==> config.mk <==
export PLATFORM = sky130hd
export DESIGN_NAME = retire_tracker
export DESIGN_NICKNAME = d
export VERILOG_FILES = /design/src/rtl/trace_pkg.sv /design/src/rtl/retire_fifo.sv /design/src/rtl/retire_tracker.sv
export SDC_FILE = /design/constraint.sdc
export NUM_CORES = 1
export LEC_CHECK = 0
export CORE_MARGIN = 3
export CORE_UTILIZATION = 39
export DETAILED_ROUTE_END_ITERATION = 7
export PLACE_DENSITY = 0.59
export SLEW_MARGIN = 0
export SYNTH_ARGS = -nofsm -noshare
export SYNTH_HDL_FRONTEND = slang
export SYNTH_HIERARCHICAL = 1
export SYNTH_SLANG_ARGS = --single-unit
==> constraint.sdc <==
create_clock -name clk_i -period 6.85 [get_ports clk_i]
set_clock_uncertainty 0.05 [all_clocks]
set_input_delay 0.685 -clock clk_i [delete_from_list [all_inputs] [get_ports clk_i]]
set_output_delay 0.685 -clock clk_i [all_outputs]
set_load 0.01 [all_outputs]
==> src/rtl/trace_pkg.sv <==
// Shared trace constants and the retire record layout used by the retire tracker.
package trace_pkg;

  localparam logic [31:0] HALT_INST = 32'h0000_0000;
  localparam logic [31:0] NOP_INST  = 32'h0000_0013;
  localparam int          REC_W     = 64;

  typedef logic [REC_W-1:0] rec_t;

  // Record layout: PC in the upper word, instruction in the lower word.
  function automatic rec_t mk_rec(input logic [31:0] pc, input logic [31:0] inst);
    return {pc, inst};
  endfunction

endpackage

==> src/rtl/retire_fifo.sv <==
// Retire-record FIFO: power-of-two depth, wrapping pointers, separate occupancy count.
module retire_fifo
  import trace_pkg::*;
#(
  parameter int DEPTH = 4
) (
  input  logic clk_i,
  input  logic rst_i,
  input  logic push_i,
  input  logic pop_i,
  input  rec_t wdata_i,
  output rec_t rdata_o,
  output logic full_o,
  output logic empty_o
);

  localparam int            AW       = $clog2(DEPTH);
  localparam logic [AW:0]   CNT_FULL = DEPTH[AW:0];

  rec_t          mem [DEPTH];
  logic [AW-1:0] wr_ptr;
  logic [AW-1:0] rd_ptr;
  logic [AW:0]   count;
  logic          do_push;
  logic          do_pop;

  assign full_o  = (count == CNT_FULL);
  assign empty_o = (count == '0);
  assign do_pop  = pop_i && !empty_o;
  // A pop on the same edge frees the slot, so full+pop+push never drops.
  assign do_push = push_i && (!full_o || do_pop);
  assign rdata_o = mem[rd_ptr];

  always_ff @(posedge clk_i) begin
    if (rst_i) begin
      wr_ptr <= '0;
      rd_ptr <= '0;
      count  <= '0;
    end else begin
      if (do_push) wr_ptr <= wr_ptr + 1'b1;
      if (do_pop)  rd_ptr <= rd_ptr + 1'b1;
      case ({do_push, do_pop})
        2'b10:   count <= count + 1'b1;
        2'b01:   count <= count - 1'b1;
        default: count <= count;
      endcase
    end
  end

  always_ff @(posedge clk_i) begin
    if (do_push) mem[wr_ptr] <= wdata_i;
  end

endmodule

==> src/rtl/retire_tracker.sv <==
// Shadows the CPU EX/MEM/WB slots, reports retirements, counts them and
// queues {pc, inst} records on a valid/ready drain port.
module retire_tracker
  import trace_pkg::*;
#(
  parameter int DEPTH = 4
) (
  input  logic        clk_i,
  input  logic        rst_i,
  input  logic        start_i,
  input  logic [31:0] id_inst_i,
  input  logic [31:0] id_pc_i,
  input  logic        id_stall_i,
  input  logic        id_flush_i,
  output logic        retire_valid_o,
  output logic [31:0] retire_pc_o,
  output logic [31:0] retire_inst_o,
  output logic [31:0] retire_count_o,
  output logic        halt_o,
  output logic        overflow_o,
  output logic        rec_valid_o,
  output logic [31:0] rec_pc_o,
  output logic [31:0] rec_inst_o,
  input  logic        rec_ready_i
);

  localparam int STAGES = 2;
  localparam int WB     = 2;

  // Slot 0 = EX, 1 = MEM, 2 = WB.
  logic [STAGES:0]       vld_pipe;
  logic [STAGES:0][31:0] pc_pipe;
  logic [STAGES:0][31:0] inst_pipe;

  logic retire_evt;
  logic halt_evt;
  logic fifo_full;
  logic fifo_empty;
  logic fifo_push;
  logic fifo_pop;
  logic drop;
  rec_t fifo_rdata;

  assign retire_evt = start_i && vld_pipe[WB];
  assign halt_evt   = retire_evt && (inst_pipe[WB] == HALT_INST);
  assign fifo_pop   = rec_valid_o && rec_ready_i;
  assign fifo_push  = retire_evt;
  assign drop       = retire_evt && fifo_full && !rec_ready_i;

  // Flush and stall both just invalidate the EX entry, so priority is moot here.
  always_ff @(posedge clk_i) begin
    if (rst_i) begin
      vld_pipe  <= '0;
      pc_pipe   <= '0;
      inst_pipe <= '0;
    end else if (halt_evt) begin
      vld_pipe  <= '0;
    end else if (start_i && !halt_o) begin
      vld_pipe  <= {vld_pipe[STAGES-1:0], (!id_stall_i && !id_flush_i)};
      pc_pipe   <= {pc_pipe[STAGES-1:0], id_pc_i};
      inst_pipe <= {inst_pipe[STAGES-1:0], id_inst_i};
    end
  end

  always_ff @(posedge clk_i) begin
    if (rst_i) begin
      retire_count_o <= '0;
      halt_o         <= 1'b0;
      overflow_o     <= 1'b0;
    end else begin
      if (retire_evt && (retire_count_o != 32'hFFFF_FFFF))
        retire_count_o <= retire_count_o + 32'd1;
      if (halt_evt) halt_o     <= 1'b1;
      if (drop)     overflow_o <= 1'b1;
    end
  end

  retire_fifo #(
    .DEPTH (DEPTH)
  ) u_fifo (
    .clk_i   (clk_i),
    .rst_i   (rst_i),
    .push_i  (fifo_push),
    .pop_i   (fifo_pop),
    .wdata_i (mk_rec(pc_pipe[WB], inst_pipe[WB])),
    .rdata_o (fifo_rdata),
    .full_o  (fifo_full),
    .empty_o (fifo_empty)
  );

  assign retire_valid_o = vld_pipe[WB];
  assign retire_pc_o    = pc_pipe[WB];
  assign retire_inst_o  = inst_pipe[WB];
  assign rec_valid_o    = !fifo_empty;
  assign rec_pc_o       = fifo_rdata[REC_W-1:32];
  assign rec_inst_o     = fifo_rdata[31:0];

endmodule

==> results.py <==
metrics = {
    "run_status": {
        "status": "finished clean",
    },
    "setup_path": {
        "crit_chain": "buf_4, mux4_2, clkdlybuf4s50_1",
        "worst_ep_arrival_time_ps": 3240,
        "crit_fanout": 38,
        "cp_top_family": "buffers and inverters",
        "crit_path_start_kind": "flip-flop",
        "critPathSlowestCell": "dfxtp_4",
        "worst_setup_path_end_kind": "output port",
        "max_stage_delay_ps": 730,
        "crit_buf_inv": 2,
        "worstSetupPathType": "flip-flop to output port",
        "r2r_slack_ps": 3530,
        "critPathRequiredTime_ps": 6110,
    },
    "clock_tree": {
        "clock_sinks": 494,
        "cts.path.max_buffers": 3,
        "cts_root_buf": "clkbuf_16",
        "numCtsBuffers": 51,
        "cts_tree": "built",
        "clk-insertion-delay-late_ps": 570,
        "htree_levels": 2,
        "postCtsSetupBuffers": 0,
        "cts_resized": 0,
        "cts_hold_buf": 0,
        "clk_pin_slew_worst_paths_ps": 60,
    },
    "floorplan": {
        "rows": 79,
        "initial_core_util_pct": 39.8,
        "die_w_um": 225,
        "ioPinCount": 234,
        "die_h_um": 225,
        "dieArea_um2": 50600,
        "core_area_um2": 47000,
    },
    "pwr": {
        "p_leak_nw": 7.46,
        "p_total_mw": 6.07,
        "p_per_area_nw_per_um2": 268,
        "ir_drop_v": 0.000200,
    },
    "timing": {
        "finalMaxSlewViolations": 0,
        "min_period_over_period_pct": 58.0,
        "rsz0062_at_grt": "no",
        "tightest_slew_ps": 1160,
        "slew_headroom_pct": 22.4,
        "setup_viol": 0,
        "hold_viol": 0,
        "layout_min_cycle_time_ps": 3980,
        "final.setup.tns_ps": 0,
        "max_freq_mhz": 252,
        "hold-worst-slack_ps": 398,
    },
    "finish": {
        "finalInstanceArea_um2": 22600,
        "fin_util_pct": 48.2,
        "fill_cells": 4191,
        "layout.nets": 1738,
        "syn2layout_area_growth_pct": 21.0,
        "drive_gt1_share_pct": 9.76,
    },
    "global_routing": {
        "grt_pass1_vias": 11300,
        "grt_pass1_wl_um": 65900,
        "grt_max_degree": 148,
        "antenna_found_initial": 2,
        "grt.total_usage_pct": 16.8,
        "gr-total-overflow": 0,
    },
    "placed_design": {
        "numPortBuffers": 233,
        "hpwl_um": 26500,
        "gp_congestion": 0.779,
        "placed_cell_area_um2": 20900,
    },
    "routing": {
        "ant_nets": 0,
        "drt_first_pass_iters": 5,
        "drtIter0Drc": 808,
        "wire_per_inst_um": 18.4,
        "totalWireLength_um": 42600,
        "viasPerCell": 5.02,
        "vias": 11600,
        "drc_errors": 0,
    },
    "run": {
        "drv_cap": 0,
    },
    "synth": {
        "syn_area_per_cell_um2": 12.3,
        "synthFlopType": "edfxtp_1",
        "ys_ff_latch": 494,
        "synth_cell_types": 45,
        "syn_inst": 1516,
        "yosysSeqAreaShare_pct": 66.7,
        "synth_edf_count": 256,
        "yosysWarnings": 6,
        "syn_nets": 1593,
        "synth_area_um2": 18700,
        "async_flop_share_pct": 0,
    },
    "worst_hold_path": {
        "hp-class": "flip-flop to flip-flop",
    },
}
## layout by cell type, fill, tap and decap left out, drive strengths merged, types with 3 or more instances in the layout
cell type	Yosys	layout
or4	13	13
dfxtp	238	238
clkbuf	53	66
buf	100	12
inv	15	17
a21oi	221	221
o21ai	18	18
nand4	9	9
mux4	64	64
and4	4	4
nor2	22	22
clkdlybuf4s50	0	232
o31ai	11	11
ha	6	6
clkinv	0	20
nand2	397	397
xor2	4	4
bufinv	0	5
xnor2	3	3
mux2i	5	5
edfxtp	256	256
and2	7	7
nor3	6	6
nand3	16	16
nor4	11	11
nand2b	4	4
or3	16	16
## worst register-to-register path: cells and delay by family, from the launching register on
kind            cells  cell delay (ps)
simple gates        3             1190
buf+inv             1              800
compound gates      2              800
flops               1              390
## power breakdown
part	switching (mW)	internal (mW)	leakage [nW]
registers	0.0265	3.13	4.35
clock network	1.10	1.63	0.829
logic	0.107	0.0735	2.29
## state kept, by name (all words and copies together) (netlist names), 3 cells and up, named ones only
signal	count
u_fifo/mem	256
inst_pipe	64
pc_pipe	64
retire_count_o	32
retire_inst_o	32
retire_pc_o	32
u_fifo/count	3
vld_pipe	3
## synth_stat cells (all sizes together) (9+ instances only)
master  instances  area, µm²
dfxtp         238       4760
nand3          16       80.1
o31ai          11       82.6
buf           100        757
a21oi         221       1110
or4            13       97.6
nor4           11       68.8
nand4           9       62.6
o21ai          18       90.1
nand2         397       1490
or3            16        105
nor2           22       82.6
mux4           64       1460
edfxtp        256       7690
clkbuf         53        200
inv            15       56.3
## path summary, 6_finish.rpt
check                          from  cells past startpoint         endpoint
setup / recovery          flip-flop                      3    rec_inst_o[3]
hold / removal          pc_pipe[27]                      2      pc_pipe[59]
setup reg to reg  retire_inst_o[31]                      6  retire_pc_o[16]
hold reg to reg         pc_pipe[27]                      2      pc_pipe[59]
## cells by family after synthesis
family	after synthesis	synth area share, %
and+or+nand+nor	510	11.6
DFF	494	66.7
AOI/OAI and AO/OA	260	7.37
buffers and inverters	168	5.43
muxes	70	8.13
xor gates and xnor gates	7	0.328
adders and majority gates	7	0.509
## metrics by stage
step | setup WS [ps] | cells
3_3_place_gp | 3340 | 2215
6_report | 2870 | 2310
3_5_place_dp | 3250 | 2215
2_1_floorplan | 3600 | 1516
5_1_grt | 2610 | 2308
4_1_cts | 2720 | 2308
## routing by layer
metal / vias up / global-route usage, % / wire length [µm] / share of wire, %
met3: 50 / 4.25 / 2340 / 5.5
met4: 0 / 4.12 / 662 / 1.6
met2: 235 / 27.3 / 20300 / 48
met5: - / 0 / 0 / 0
met1: 5683 / 22.7 / 19300 / 45
li1: 5639 / - / - / -
## cell type report
cell class,instances,area [µm²],share of cell area (%)
well taps,607,759,3.36
repair buffers,245,2430,10.7
multi-input cells,854,5230,23.1
flip-flops and latches,494,12500,55.1
inverters,15,56.3,0.249
diodes,2,5.00,0.0221
clock inverters,28,265,1.17
clock buffers,65,1410,6.21
Note: power is estimated with default switching activity, not from simulation.
